===== src/rtl/sync_fifo_gen2_pkg.sv =====
// sync_fifo_gen2_pkg: default sizes, clog2 and parameter legality check for sync_fifo_gen2
package sync_fifo_gen2_pkg;
  localparam int DEF_DATA_WIDTH = 8;
  localparam int DEF_DEPTH = 16;
  function automatic int clog2(input int n);
    int r = 0;
    while ((1 << r) < n) r++;
    return r;
  endfunction
  function automatic bit params_ok(input int dw, input int depth, input int aw, input int af, input int ae);
    return dw >= 1 && depth >= 2 && (1 << aw) == depth && af >= 1 && af <= depth && ae >= 0 && ae < af;
  endfunction
endpackage


===== src/rtl/sync_fifo_gen2_if.sv =====
// sync_fifo_gen2_if: producer/consumer handshake, data and status bundle of sync_fifo_gen2
interface sync_fifo_gen2_if import sync_fifo_gen2_pkg::*; #(
  parameter int DATA_WIDTH = DEF_DATA_WIDTH,
  parameter int ADDR_WIDTH = clog2(DEF_DEPTH)
);
  logic w_en;
  logic r_en;
  logic [DATA_WIDTH-1:0] data_in;
  logic [DATA_WIDTH-1:0] data_out;
  logic full;
  logic empty;
  logic almost_full;
  logic almost_empty;
  logic [ADDR_WIDTH:0] count;
  logic overflow;
  logic underflow;
  modport master (
    output w_en, r_en, data_in,
    input data_out, full, empty, almost_full, almost_empty, count, overflow, underflow
  );
  modport slave (
    input w_en, r_en, data_in,
    output data_out, full, empty, almost_full, almost_empty, count, overflow, underflow
  );
endinterface


===== src/rtl/fifo_mem_dp.sv =====
// fifo_mem_dp: DEPTH x DATA_WIDTH storage, synchronous write port, asynchronous read port, no reset
module fifo_mem_dp import sync_fifo_gen2_pkg::*; #(
  parameter int DATA_WIDTH = DEF_DATA_WIDTH,
  parameter int DEPTH = DEF_DEPTH,
  parameter int ADDR_WIDTH = clog2(DEPTH)
) (
  input  logic                  clk,
  input  logic                  we,
  input  logic [ADDR_WIDTH-1:0] waddr,
  input  logic [DATA_WIDTH-1:0] wdata,
  input  logic [ADDR_WIDTH-1:0] raddr,
  output logic [DATA_WIDTH-1:0] rdata
);
  logic [DATA_WIDTH-1:0] mem [DEPTH];
  always_ff @(posedge clk) begin
    if (we) mem[waddr] <= wdata;
  end
  assign rdata = mem[raddr];
endmodule


===== src/rtl/sync_fifo_gen2.sv =====
// sync_fifo_gen2: parametrised single-clock FIFO with count, almost flags and error pulses.
// Define SYNC_FIFO_FWFT_EN for first-word-fall-through reads; default is a registered read.
module sync_fifo_gen2 import sync_fifo_gen2_pkg::*; #(
  parameter int DATA_WIDTH = DEF_DATA_WIDTH,
  parameter int DEPTH = DEF_DEPTH,
  parameter int ADDR_WIDTH = clog2(DEPTH),
  parameter int AF_THRESH = 12,
  parameter int AE_THRESH = 2
) (
  input logic clk,
  input logic rst,
  sync_fifo_gen2_if.slave bus
);
  localparam logic [ADDR_WIDTH:0] FULL_CNT = (ADDR_WIDTH+1)'(DEPTH);
  localparam logic [ADDR_WIDTH:0] AF_CNT = (ADDR_WIDTH+1)'(AF_THRESH);
  localparam logic [ADDR_WIDTH:0] AE_CNT = (ADDR_WIDTH+1)'(AE_THRESH);
  if (!params_ok(DATA_WIDTH, DEPTH, ADDR_WIDTH, AF_THRESH, AE_THRESH)) begin : g_bad_params
    $error("sync_fifo_gen2: illegal DEPTH/ADDR_WIDTH/threshold combination");
  end
  logic [ADDR_WIDTH-1:0] wr_ptr, rd_ptr;
  logic [ADDR_WIDTH:0] cnt;
  logic [DATA_WIDTH-1:0] rdata;
  logic r_acc, w_acc, ovf_q, udf_q;
  // a read frees a slot in the same edge, so a full FIFO can still take a write alongside it
  assign r_acc = bus.r_en && !bus.empty;
  assign w_acc = bus.w_en && (!bus.full || r_acc);
  fifo_mem_dp #(.DATA_WIDTH(DATA_WIDTH), .DEPTH(DEPTH), .ADDR_WIDTH(ADDR_WIDTH)) u_mem (
    .clk(clk),
    .we(w_acc),
    .waddr(wr_ptr),
    .wdata(bus.data_in),
    .raddr(rd_ptr),
    .rdata(rdata)
  );
  always_ff @(posedge clk or negedge rst) begin
    if (!rst) begin
      wr_ptr <= '0;
      rd_ptr <= '0;
      cnt <= '0;
      ovf_q <= 1'b0;
      udf_q <= 1'b0;
    end else begin
      if (w_acc) wr_ptr <= wr_ptr + ADDR_WIDTH'(1);
      if (r_acc) rd_ptr <= rd_ptr + ADDR_WIDTH'(1);
      cnt <= cnt + (ADDR_WIDTH+1)'(w_acc) - (ADDR_WIDTH+1)'(r_acc);
      ovf_q <= bus.w_en && !w_acc;
      udf_q <= bus.r_en && !r_acc;
    end
  end
  assign bus.count = cnt;
  assign bus.empty = cnt == '0;
  assign bus.full = cnt == FULL_CNT;
  assign bus.almost_full = cnt >= AF_CNT;
  assign bus.almost_empty = cnt <= AE_CNT;
  assign bus.overflow = ovf_q;
  assign bus.underflow = udf_q;
`ifdef SYNC_FIFO_FWFT_EN
  assign bus.data_out = rdata;
`else
  logic [DATA_WIDTH-1:0] dout_q;
  always_ff @(posedge clk or negedge rst) begin
    if (!rst) dout_q <= '0;
    else if (r_acc) dout_q <= rdata;
  end
  assign bus.data_out = dout_q;
`endif
endmodule


===== src/flat_wrapper.sv =====
// flat-port wrapper written by rule: the top's interface ports become plain ports
module sync_fifo_gen2_flat import sync_fifo_gen2_pkg::*;
#(
  parameter int DATA_WIDTH = DEF_DATA_WIDTH,
  parameter int DEPTH = DEF_DEPTH,
  parameter int ADDR_WIDTH = clog2(DEPTH),
  parameter int AF_THRESH = 12,
  parameter int AE_THRESH = 2
)
  (clk, rst, bus_w_en, bus_r_en, bus_data_in, bus_data_out, bus_full, bus_empty, bus_almost_full, bus_almost_empty, bus_count, bus_overflow, bus_underflow);
  sync_fifo_gen2_if #(.DATA_WIDTH(DATA_WIDTH), .ADDR_WIDTH(ADDR_WIDTH)) bus_i ();
  input logic clk;
  input logic rst;
  input wire logic [$bits(bus_i.w_en)-1:0] bus_w_en;
  input wire logic [$bits(bus_i.r_en)-1:0] bus_r_en;
  input wire logic [$bits(bus_i.data_in)-1:0] bus_data_in;
  output wire logic [$bits(bus_i.data_out)-1:0] bus_data_out;
  output wire logic [$bits(bus_i.full)-1:0] bus_full;
  output wire logic [$bits(bus_i.empty)-1:0] bus_empty;
  output wire logic [$bits(bus_i.almost_full)-1:0] bus_almost_full;
  output wire logic [$bits(bus_i.almost_empty)-1:0] bus_almost_empty;
  output wire logic [$bits(bus_i.count)-1:0] bus_count;
  output wire logic [$bits(bus_i.overflow)-1:0] bus_overflow;
  output wire logic [$bits(bus_i.underflow)-1:0] bus_underflow;
  assign bus_i.w_en = bus_w_en;
  assign bus_i.r_en = bus_r_en;
  assign bus_i.data_in = bus_data_in;
  assign bus_data_out = bus_i.data_out;
  assign bus_full = bus_i.full;
  assign bus_empty = bus_i.empty;
  assign bus_almost_full = bus_i.almost_full;
  assign bus_almost_empty = bus_i.almost_empty;
  assign bus_count = bus_i.count;
  assign bus_overflow = bus_i.overflow;
  assign bus_underflow = bus_i.underflow;
  sync_fifo_gen2 #(.DATA_WIDTH(DATA_WIDTH), .DEPTH(DEPTH), .ADDR_WIDTH(ADDR_WIDTH), .AF_THRESH(AF_THRESH), .AE_THRESH(AE_THRESH)) u_core (.clk(clk), .rst(rst), .bus(bus_i));
endmodule

===== config.mk =====
export PLATFORM = sky130hd
export DESIGN_NAME = sync_fifo_gen2_flat
export DESIGN_NICKNAME = d
export VERILOG_FILES = /design/src/rtl/sync_fifo_gen2_pkg.sv /design/src/rtl/sync_fifo_gen2_if.sv /design/src/rtl/fifo_mem_dp.sv /design/src/rtl/sync_fifo_gen2.sv /design/src/flat_wrapper.sv
export SDC_FILE = /design/constraint.sdc
export NUM_CORES = 1
export LEC_CHECK = 0
export BUFFER_PORTS_ARGS = -buffer_cell sky130_fd_sc_hd__buf_4
export CAP_MARGIN = 10
export CORE_MARGIN = 8
export CORE_UTILIZATION = 25
export DETAILED_ROUTE_END_ITERATION = 8
export SLEW_MARGIN = 30
export SYNTH_ARGS = -nofsm -noshare
export SYNTH_HDL_FRONTEND = slang
export SYNTH_HIERARCHICAL = 1
export SYNTH_SLANG_ARGS = --single-unit

===== constraint.sdc =====
create_clock -name clk -period 3.1 [get_ports clk]
set_clock_uncertainty 0.2 [all_clocks]
set_input_delay 0.31 -clock clk [delete_from_list [all_inputs] [get_ports clk]]
set_output_delay 0.31 -clock clk [all_outputs]
set_load 0.02 [all_outputs]

==> impl_metrics.prom, run 1 <==
# TYPE chip_impl_metric gauge
chip_impl_info{name="outcome",value="finished clean"} 1
chip_impl_metric{name="hold_viol",unit=""} 0
chip_impl_metric{name="die_height",unit="µm"} 173
chip_impl_metric{name="diodes",unit=""} 0
chip_impl_metric{name="worst_ep_arrival_time",unit="ns"} 2.97
chip_impl_metric{name="synthDistinctLibCells",unit=""} 37
chip_impl_metric{name="postCtsSetupRepairBufs",unit=""} 0
chip_impl_metric{name="synth_area_per_cell",unit="µm²"} 18.7
chip_impl_metric{name="die_area",unit="mm²"} 0.0299
chip_impl_info{name="reg2reg_to",value="u_core/bus.count[4]"} 1
chip_impl_metric{name="power.switching",unit="mW"} 2.17
chip_impl_info{name="end_kind",value="flip-flop"} 1
chip_impl_metric{name="synth_warn",unit=""} 6
chip_impl_metric{name="wire_per_inst",unit="µm"} 16.7
chip_impl_info{name="rsz0062_at_grt",value="no"} 1
chip_impl_info{name="setup.worst_path.start_class",value="flip-flop"} 1
chip_impl_metric{name="reg2reg_setup_slack",unit="ns"} 0.23
chip_impl_metric{name="slew_viol_final",unit=""} 0
chip_impl_metric{name="gp_congestion",unit=""} 0.745
chip_impl_metric{name="post_synth_instance_area",unit="mm²"} 0.00614
chip_impl_metric{name="internal_dissipation",unit="mW"} 4.99
chip_impl_metric{name="post_cts_hold_buffer_count",unit=""} 4
chip_impl_info{name="critPathSlowestCell",value="fa_1"} 1
chip_impl_info{name="root_driver",value="clkbuf_16"} 1
chip_impl_metric{name="setup_total_negative_slack",unit="ns"} 0
chip_impl_metric{name="cts.reportedPaths.clkPinSlew",unit="ns"} 0.06
chip_impl_metric{name="clk-insertion-delay-late",unit="ns"} 0.42
chip_impl_info{name="hold-path-endpoint",value="u_core/u_mem/mem[6][1]"} 1
chip_impl_metric{name="post_cts.resized_instances",unit=""} 0
chip_impl_metric{name="fp_rows",unit=""} 57
chip_impl_metric{name="overall_die_width",unit="µm"} 173
chip_impl_metric{name="pin_count_of_the_biggest_net_entering_global_routing",unit=""} 36
chip_impl_metric{name="stdcell_count",unit=""} 724
chip_impl_metric{name="max_cap_viol_count",unit=""} 0
chip_impl_metric{name="place.detailed.instances",unit=""} 688
chip_impl_metric{name="powerDensity",unit="mW/mm²"} 950
chip_impl_metric{name="area_growth_from_synthesis_to_layout",unit="%"} 22.7
chip_impl_metric{name="seqPwrFrac",unit="%"} 38.3
chip_impl_metric{name="cts_buffers",unit=""} 17
chip_impl_metric{name="hpwl_dp",unit="mm"} 7.76
chip_impl_metric{name="fill_cells",unit=""} 2350
chip_impl_metric{name="max-slew-margin-rel",unit="%"} 60.2
chip_impl_metric{name="syn-num-nets",unit=""} 352
chip_impl_metric{name="achievable-frequency",unit="MHz"} 349
chip_impl_metric{name="drive_above_1_share",unit="%"} 26.5
chip_impl_metric{name="comb_power_share",unit="%"} 29.4
chip_impl_info{name="worst-setup-path-type",value="reg -> reg"} 1
chip_impl_info{name="cp_cell_sequence",value="inv_1 -> ha_1 -> nor4b_4 -> nor2b_2 -> nand2b_1 -> o21ai_1 -> ha_1 -> fa_1 -> a21oi_1 -> o21bai_1 -> xnor2_1"} 1
chip_impl_metric{name="final_count_of_negative_setup_slack_endpoints",unit=""} 0
chip_impl_info{name="startpoint_of_the_lowest_slack_register_to_register_path",value="u_core/bus.count[2]"} 1
chip_impl_metric{name="htree_levels",unit=""} 4
chip_impl_metric{name="coreArea",unit="mm²"} 0.0242
chip_impl_metric{name="final_antenna_net_count",unit=""} 0
chip_impl_metric{name="post_synth_inst_count",unit=""} 328
chip_impl_metric{name="layout_worst_path_cycle_share",unit="%"} 92.5
chip_impl_info{name="crit_family",value="adder cells"} 1
chip_impl_metric{name="max_stage_delay",unit="ns"} 0.44
chip_impl_info{name="holdCritPathClass",value="in -> reg"} 1
chip_impl_metric{name="first_global_vias",unit=""} 3257
chip_impl_metric{name="via_count_normalized_by_instance_count",unit=""} 4.24
chip_impl_metric{name="share_of_total_power_in_the_clock_network",unit="%"} 32.3
chip_impl_metric{name="detail_route.iter0.violations",unit=""} 263
chip_impl_metric{name="whs_path_depth",unit=""} 1
chip_impl_metric{name="design.portCount",unit=""} 31
chip_impl_metric{name="wirelength",unit="mm"} 12.1
chip_impl_metric{name="worst_pin_slew",unit="ns"} 0.596
chip_impl_metric{name="tritoncts_num_sinks",unit=""} 151
chip_impl_metric{name="grt.overflow.total",unit=""} 0
chip_impl_metric{name="io_buffers",unit=""} 30
chip_impl_metric{name="synth_sequential_area_ratio",unit="%"} 71.9
chip_impl_metric{name="drc",unit=""} 0
chip_impl_metric{name="final_net_count",unit=""} 411
chip_impl_metric{name="max-clock-path-buffers",unit=""} 2
chip_impl_info{name="min-delay-start",value="bus_data_in[1]"} 1
chip_impl_metric{name="grt_first_pass_wirelength",unit="mm"} 18.9
chip_impl_metric{name="layout.cell_area.non_filler",unit="mm²"} 0.00754
chip_impl_metric{name="yosys_register_bits",unit=""} 151
chip_impl_metric{name="multiInputGateArea",unit="mm²"} 0.00159
chip_impl_metric{name="grt_antenna_before_repair",unit=""} 0
chip_impl_metric{name="cp.required",unit="ns"} 3.20
chip_impl_metric{name="ir_worst_vdd",unit="mV"} 0.489
chip_impl_metric{name="p_leak",unit="nW"} 2.69
chip_impl_metric{name="regArea",unit="mm²"} 0.00442
chip_impl_metric{name="worst-path-max-fanout",unit=""} 13
chip_impl_metric{name="drtPass1Iterations",unit=""} 4
chip_impl_metric{name="post-route-min-period",unit="ns"} 2.87
chip_impl_metric{name="route.vias.total",unit=""} 3073
chip_impl_metric{name="worstPathBufferInverterCount",unit=""} 1
chip_impl_info{name="tritoncts_clock_tree",value="done"} 1
chip_impl_info{name="crit_path_frequent_cell",value="ha_1"} 1
chip_impl_metric{name="grtUsageTotal",unit="%"} 8.42
chip_impl_metric{name="switching_share",unit="%"} 30.3
chip_impl_metric{name="reg2regPathDepth",unit=""} 11
chip_impl_metric{name="floorplan.initialDensity",unit="%"} 25.3
chip_impl_metric{name="dpl_cell_area",unit="mm²"} 0.00682
state kept, by name, summed over array words and instances (netlist names):
register              cells
u_core/rd_ptr             4
u_core/bus.data_out       8
u_core/bus.underflow      1
u_core/bus.count          5
u_core/wr_ptr             4
u_core/bus.overflow       1
u_core/u_mem/mem        128
cells by family after synthesis:
group / count (synthesis) / synth area share, %
mux: 32 / 12.6
simple gates: 81 / 6.68
buf+inv: 20 / 2.16
compound gates: 23 / 2.81
flops: 151 / 71.9
fa+ha+maj: 12 / 2.57
xor+xnor: 9 / 1.28
power by group through the flow:
stage / sequential, mW / combinational (mW) / clock (mW)
floorplan: 2.85 / 1.37 / 0
global placement: 2.76 / 2.10 / 0
detailed placement: 2.79 / 2.14 / 0
CTS: 2.75 / 2.15 / 2.35
global route: 2.79 / 2.31 / 2.43
finish: 2.75 / 2.11 / 2.31
final cells by class:
cell class                 instances  share of cell area, %
multi-input combinational        157                   21.1
clock buffer                      17                   5.64
clock inverter                    15                   3.32
tap                              324                   5.38
timing repair buffer              52                   5.48
sequential                       151                   58.6
inverter                           8                  0.398
per-layer routing:
layer  vias to the layer above  part of all wire, %  GRT usage (%)
li1                       1406                    -              -
met1                      1571                   45           10.6
met2                        77                   46           12.8
met3                        19                  6.9           2.96
met4                         0                  2.4           3.95
met5                         -                    0              0
worst register-to-register path: cells and delay by family, from the launching register on:
kind	cells	cell delay, ns
AOI/OAI and AO/OA	3	0.34
xor gates and xnor gates	1	0.13
adders and majority gates	3	0.91
buffers and inverters	1	0.12
DFF	1	0.42
and+or+nand+nor	3	0.63
cells in the final DEF (no fill, tap or decap), types with 2 or more instances in the layout:
cell type	synthesis	layout
nand2_1	43	43
clkinv_2	0	2
nor3_1	4	4
dlygate4sd3_1	0	4
ha_1	11	11
mux4_2	18	18
clkinv_4	0	2
nand3b_1	2	2
and2_1	2	2
xnor2_1	8	8
dfrtp_1	23	22
buf_4	1	47
nor2_1	15	15
nand2b_1	4	4
clkinvlp_4	0	3
a21oi_1	2	2
bufinv_16	0	6
nor2b_1	2	2
edfxtp_1	128	128
mux4_1	14	14
clkbuf_16	0	17
a22oi_1	16	16
inv_1	7	7
synth_stat cells:
| cell | n | share of area, % |
|---|---|---|
| a21oi_1 | 2 | 0.16 |
| a22oi_1 | 16 | 2.0 |
| and2_1 | 2 | 0.20 |
| and2b_1 | 1 | 0.12 |
| buf_2 | 4 | 0.33 |
| buf_4 | 1 | 0.12 |
| buf_6 | 4 | 0.73 |
| clkdlybuf4s25_2 | 3 | 0.49 |
| dfrtp_1 | 23 | 9.4 |
| edfxtp_1 | 128 | 63 |
| fa_1 | 1 | 0.33 |
| ha_1 | 11 | 2.2 |
| inv_1 | 7 | 0.43 |
| inv_2 | 1 | 0.061 |
| mux4_1 | 14 | 6.0 |
| mux4_2 | 18 | 6.6 |
| nand2_1 | 43 | 2.6 |
| nand2b_1 | 4 | 0.41 |
| nand3_1 | 1 | 0.081 |
| nand3b_1 | 2 | 0.24 |
| nand4_1 | 1 | 0.10 |
| nand4_2 | 1 | 0.20 |
| nand4bb_4 | 1 | 0.45 |
| nor2_1 | 15 | 0.92 |
| nor2b_1 | 2 | 0.20 |
| nor2b_2 | 1 | 0.14 |
| nor3_1 | 4 | 0.33 |
| nor3b_1 | 1 | 0.12 |
| nor4b_4 | 1 | 0.39 |
| o21ai_0 | 1 | 0.081 |
| o21ai_1 | 1 | 0.081 |
| o21ai_4 | 1 | 0.26 |
| o21bai_1 | 1 | 0.12 |
| o41ai_1 | 1 | 0.14 |
| or3b_2 | 1 | 0.14 |
| xnor2_1 | 8 | 1.1 |
| xor2_1 | 1 | 0.14 |
worst max path at each step:
| stage | startpoint | endpoint | depth (start not counted) |
|---|---|---|---|
| after floorplan | u_core/bus.count[2] | u_core/bus.count[4] | 11 |
| after global placement | u_core/bus.count[2] | u_core/bus.count[4] | 11 |
| after detailed placement | u_core/bus.count[2] | u_core/bus.count[4] | 11 |
| after CTS | u_core/bus.count[2] | u_core/bus.count[4] | 11 |
| after global routing | u_core/bus.count[2] | u_core/bus.count[4] | 11 |
| final | u_core/bus.count[2] | u_core/bus.count[4] | 11 |
stage by stage:
stage | utilization [%] | worst slack [ns] | hold WS, ns | power [mW]
4_1_cts | 31.1 | 0.216 | 0.00959 | 7.25
6_report | 31.1 | 0.232 | 0.0186 | 7.16
3_3_place_gp | 28.1 | 0.319 | 0.0149 | 4.86
2_1_floorplan | - | 0.276 | -0.186 | 4.22
5_1_grt | 31.1 | 0.00567 | 0.0177 | 7.53
3_5_place_dp | 28.1 | 0.244 | 0.0273 | 4.92
Note: power is estimated with default switching activity, not from simulation.
==> inputs of run 2 (changes only) <==
--- a/config.mk
+++ b/config.mk
@@ -10,6 +10,7 @@
 export CORE_MARGIN = 8
 export CORE_UTILIZATION = 25
 export DETAILED_ROUTE_END_ITERATION = 8
+export RECOVER_POWER = 100
 export SLEW_MARGIN = 30
 export SYNTH_ARGS = -nofsm -noshare
 export SYNTH_HDL_FRONTEND = slang
==> constraint.sdc (replaced) <==
create_clock -name clk -period 3.2 [get_ports clk]
set_clock_uncertainty 0.2 [all_clocks]
set_input_delay 0.48 -clock clk [delete_from_list [all_inputs] [get_ports clk]]
set_output_delay 0.48 -clock clk [all_outputs]
set_load 0.02 [all_outputs]
==> run 2 against run 1 <==
  * Clock power decreased by 22%
  * Highest routed layer unchanged
  * Worst hold slack improved by 0.052 ns
  * Core utilization decreased by 1.5 points
  * Largest power group unchanged
  * Maximum frequency decreased by 2.0%
  * Largest cell class unchanged
  * Critical path type unchanged
  * Non-clock buffer count decreased by 3
==> impl_metrics.prom, run 2 (synthesized netlist as in run 1, its figures left out) <==
# TYPE chip_impl_metric gauge
chip_impl_info{name="outcome",value="finished clean"} 1
chip_impl_info{name="critPathSlowestCell",value="or3b_2"} 1
chip_impl_metric{name="p_leak",unit="nW"} 2.44
chip_impl_info{name="largest-register",value="u_core/u_mem/mem"} 1
chip_impl_metric{name="diodes",unit=""} 0
chip_impl_metric{name="drtPass1Iterations",unit=""} 4
chip_impl_metric{name="dpl_cell_area",unit="mm²"} 0.00682
chip_impl_metric{name="fp_rows",unit=""} 57
chip_impl_metric{name="place.detailed.instances",unit=""} 688
chip_impl_info{name="crit_path_frequent_cell",value="inv_1"} 1
chip_impl_metric{name="achievable-frequency",unit="MHz"} 342
chip_impl_metric{name="pin_count_of_the_biggest_net_entering_global_routing",unit=""} 36
chip_impl_info{name="startpoint_of_the_lowest_slack_register_to_register_path",value="u_core/bus.count[2]"} 1
chip_impl_metric{name="reg2reg_setup_slack",unit="ns"} 0.27
chip_impl_metric{name="detail_route.iter0.violations",unit=""} 253
chip_impl_metric{name="hold_viol",unit=""} 0
chip_impl_metric{name="tritoncts_num_sinks",unit=""} 151
chip_impl_metric{name="fill_cells",unit=""} 2428
chip_impl_metric{name="cts_buffers",unit=""} 17
chip_impl_metric{name="wire_per_inst",unit="µm"} 17.0
chip_impl_metric{name="slew_viol_final",unit=""} 0
chip_impl_metric{name="overall_die_width",unit="µm"} 173
chip_impl_metric{name="grt_first_pass_wirelength",unit="mm"} 19.1
chip_impl_info{name="rsz0062_at_grt",value="no"} 1
chip_impl_metric{name="worst_ep_arrival_time",unit="ns"} 2.78
chip_impl_metric{name="io_buffers",unit=""} 30
chip_impl_metric{name="first_global_vias",unit=""} 3285
chip_impl_metric{name="setup_total_negative_slack",unit="ns"} 0
chip_impl_metric{name="post_cts.resized_instances",unit=""} 0
chip_impl_metric{name="flip_flop_count_of_the_largest_register_after_layout",unit=""} 128
chip_impl_metric{name="layout_worst_path_cycle_share",unit="%"} 91.5
chip_impl_metric{name="regArea",unit="mm²"} 0.00442
chip_impl_metric{name="grtUsageTotal",unit="%"} 8.46
chip_impl_metric{name="final_antenna_net_count",unit=""} 0
chip_impl_metric{name="dpl_worst_slack",unit="ns"} 0.346
chip_impl_metric{name="final_core_util",unit="%"} 29.6
chip_impl_metric{name="wirelength",unit="mm"} 12.3
chip_impl_info{name="tritoncts_clock_tree",value="done"} 1
chip_impl_metric{name="max-slew-margin-rel",unit="%"} 13.2
chip_impl_info{name="root_driver",value="clkbuf_16"} 1
chip_impl_metric{name="via_count_normalized_by_instance_count",unit=""} 4.29
chip_impl_metric{name="reg2regPathDepth",unit=""} 8
chip_impl_metric{name="gp_congestion",unit=""} 0.759
chip_impl_metric{name="max_cap_viol_count",unit=""} 0
chip_impl_info{name="worst-setup-path-type",value="reg -> reg"} 1
chip_impl_info{name="cp-endpoint",value="u_core/u_mem/mem[0][7]"} 1
chip_impl_info{name="holdCritPathClass",value="in -> reg"} 1
chip_impl_metric{name="clk-insertion-delay-late",unit="ns"} 0.42
chip_impl_metric{name="drive_above_1_share",unit="%"} 13.6
chip_impl_info{name="final_common_cell",value="edfxtp_1"} 1
chip_impl_metric{name="route.vias.total",unit=""} 3096
chip_impl_metric{name="grt_antenna_before_repair",unit=""} 0
chip_impl_metric{name="max_stage_delay",unit="ns"} 0.51
chip_impl_metric{name="ir_worst_vdd",unit="mV"} 0.404
chip_impl_metric{name="post-route-min-period",unit="ns"} 2.93
chip_impl_metric{name="layout.cell_area.non_filler",unit="mm²"} 0.00717
chip_impl_metric{name="max-clock-path-buffers",unit=""} 2
chip_impl_metric{name="grt.overflow.total",unit=""} 0
chip_impl_metric{name="hold_ws",unit="ns"} 0.0709
chip_impl_metric{name="worst_pin_slew",unit="ns"} 1.30
chip_impl_metric{name="worst-path-max-fanout",unit=""} 8
chip_impl_info{name="layout_common_cells",value="edfxtp_1, clkbuf_1, nand2_1, dfrtp_1, mux4_2"} 1
chip_impl_metric{name="drc",unit=""} 0
chip_impl_metric{name="final_count_of_negative_setup_slack_endpoints",unit=""} 0
chip_impl_metric{name="cp.required",unit="ns"} 3.05
chip_impl_metric{name="powerDensity",unit="mW/mm²"} 887
chip_impl_metric{name="final_net_count",unit=""} 408
chip_impl_metric{name="multiInputGateArea",unit="mm²"} 0.00158
chip_impl_info{name="reg2reg_to",value="u_core/u_mem/mem[0][7]"} 1
chip_impl_info{name="end_kind",value="flip-flop"} 1
chip_impl_metric{name="hpwl_dp",unit="mm"} 7.87
chip_impl_metric{name="floorplan.initialDensity",unit="%"} 25.3
chip_impl_metric{name="setup_slack_of_the_critical_path_after_layout",unit="ns"} 0.272
chip_impl_metric{name="die_area",unit="mm²"} 0.0299
chip_impl_metric{name="report.power.total",unit="mW"} 6.37
chip_impl_info{name="worstSetupStartpoint",value="u_core/bus.count[2]"} 1
chip_impl_metric{name="area_growth_from_synthesis_to_layout",unit="%"} 16.7
chip_impl_metric{name="htree_levels",unit=""} 4
chip_impl_metric{name="design.portCount",unit=""} 31
chip_impl_metric{name="stdcell_count",unit=""} 721
chip_impl_metric{name="coreArea",unit="mm²"} 0.0242
chip_impl_metric{name="cts.reportedPaths.clkPinSlew",unit="ns"} 0.06
chip_impl_info{name="setup.worst_path.start_class",value="flip-flop"} 1
chip_impl_info{name="cp_cell_sequence",value="inv_1 -> ha_1 -> nand4bb_1 -> o21ai_4 -> inv_1 -> or3b_2 -> nor3_1 -> clkbuf_1"} 1
chip_impl_metric{name="die_height",unit="µm"} 173
run 2: changes by cell type in the layout (fill, tap and decap cells not counted), sizes merged:
cell,delta
clkbuf,+47
buf,-45
bufinv,-5
clkinv,+5
clkinvlp,-3
dlygate4sd3,-3
inv,+1
run 2: routing by layer:
layer	wire length (µm)	vias up	track usage (%)
met1	5580	1605	10.7
met3	848	8	3.57
met5	0	-	0
met4	88	0	2.34
met2	5750	79	13.1
li1	-	1404	-
run 2: what timing repair did:
item | 4_1_cts | 5_1_grt
buffers inserted | 0 | 0
hold buffers | 1 | 0
endpoints found under the hold margin | 23 | 0
endpoints found under the setup margin | 0 | 0
run 2: cell type report:
class | instances | share of cell area [%]
Clock inverter | 13 | 1.45
Timing Repair Buffer | 49 | 2.83
Sequential cell | 151 | 61.6
Multi-Input combinational cell | 157 | 22.0
Clock buffer | 19 | 6.04
Inverter | 8 | 0.419
Tap cell | 324 | 5.65
run 2: power breakdown:
part           internal (mW)  switching [mW]  total [mW]
Clock                   1.06           0.741        1.80
Combinational          0.765            1.14        1.91
Sequential              2.46           0.194        2.66
Total                   4.29            2.08        6.37
run 2: how the worst min path moves through the flow:
| stage | endpoint | slack (ns) | cells past startpoint | startpoint |
|---|---|---|---|---|
| after CTS | u_core/bus.overflow | 0.05 | 2 | bus_r_en |
| after global routing | u_core/bus.overflow | 0.05 | 2 | bus_r_en |
| after global placement | u_core/bus.count[3] | 0.18 | 1 | rst |
| final | u_core/bus.overflow | 0.07 | 2 | bus_r_en |
| after detailed placement | u_core/bus.count[3] | 0.19 | 1 | rst |
| after floorplan | u_core/bus.count[0] | -0.02 | 0 | rst |
run 2: critical path: cells and delay by family (launching register included):
kind | cells | cell delay, ns
buf+inv | 3 | 0.72
simple gates | 3 | 0.87
fa+ha+maj | 1 | 0.25
compound gates | 1 | 0.09
flops | 1 | 0.42
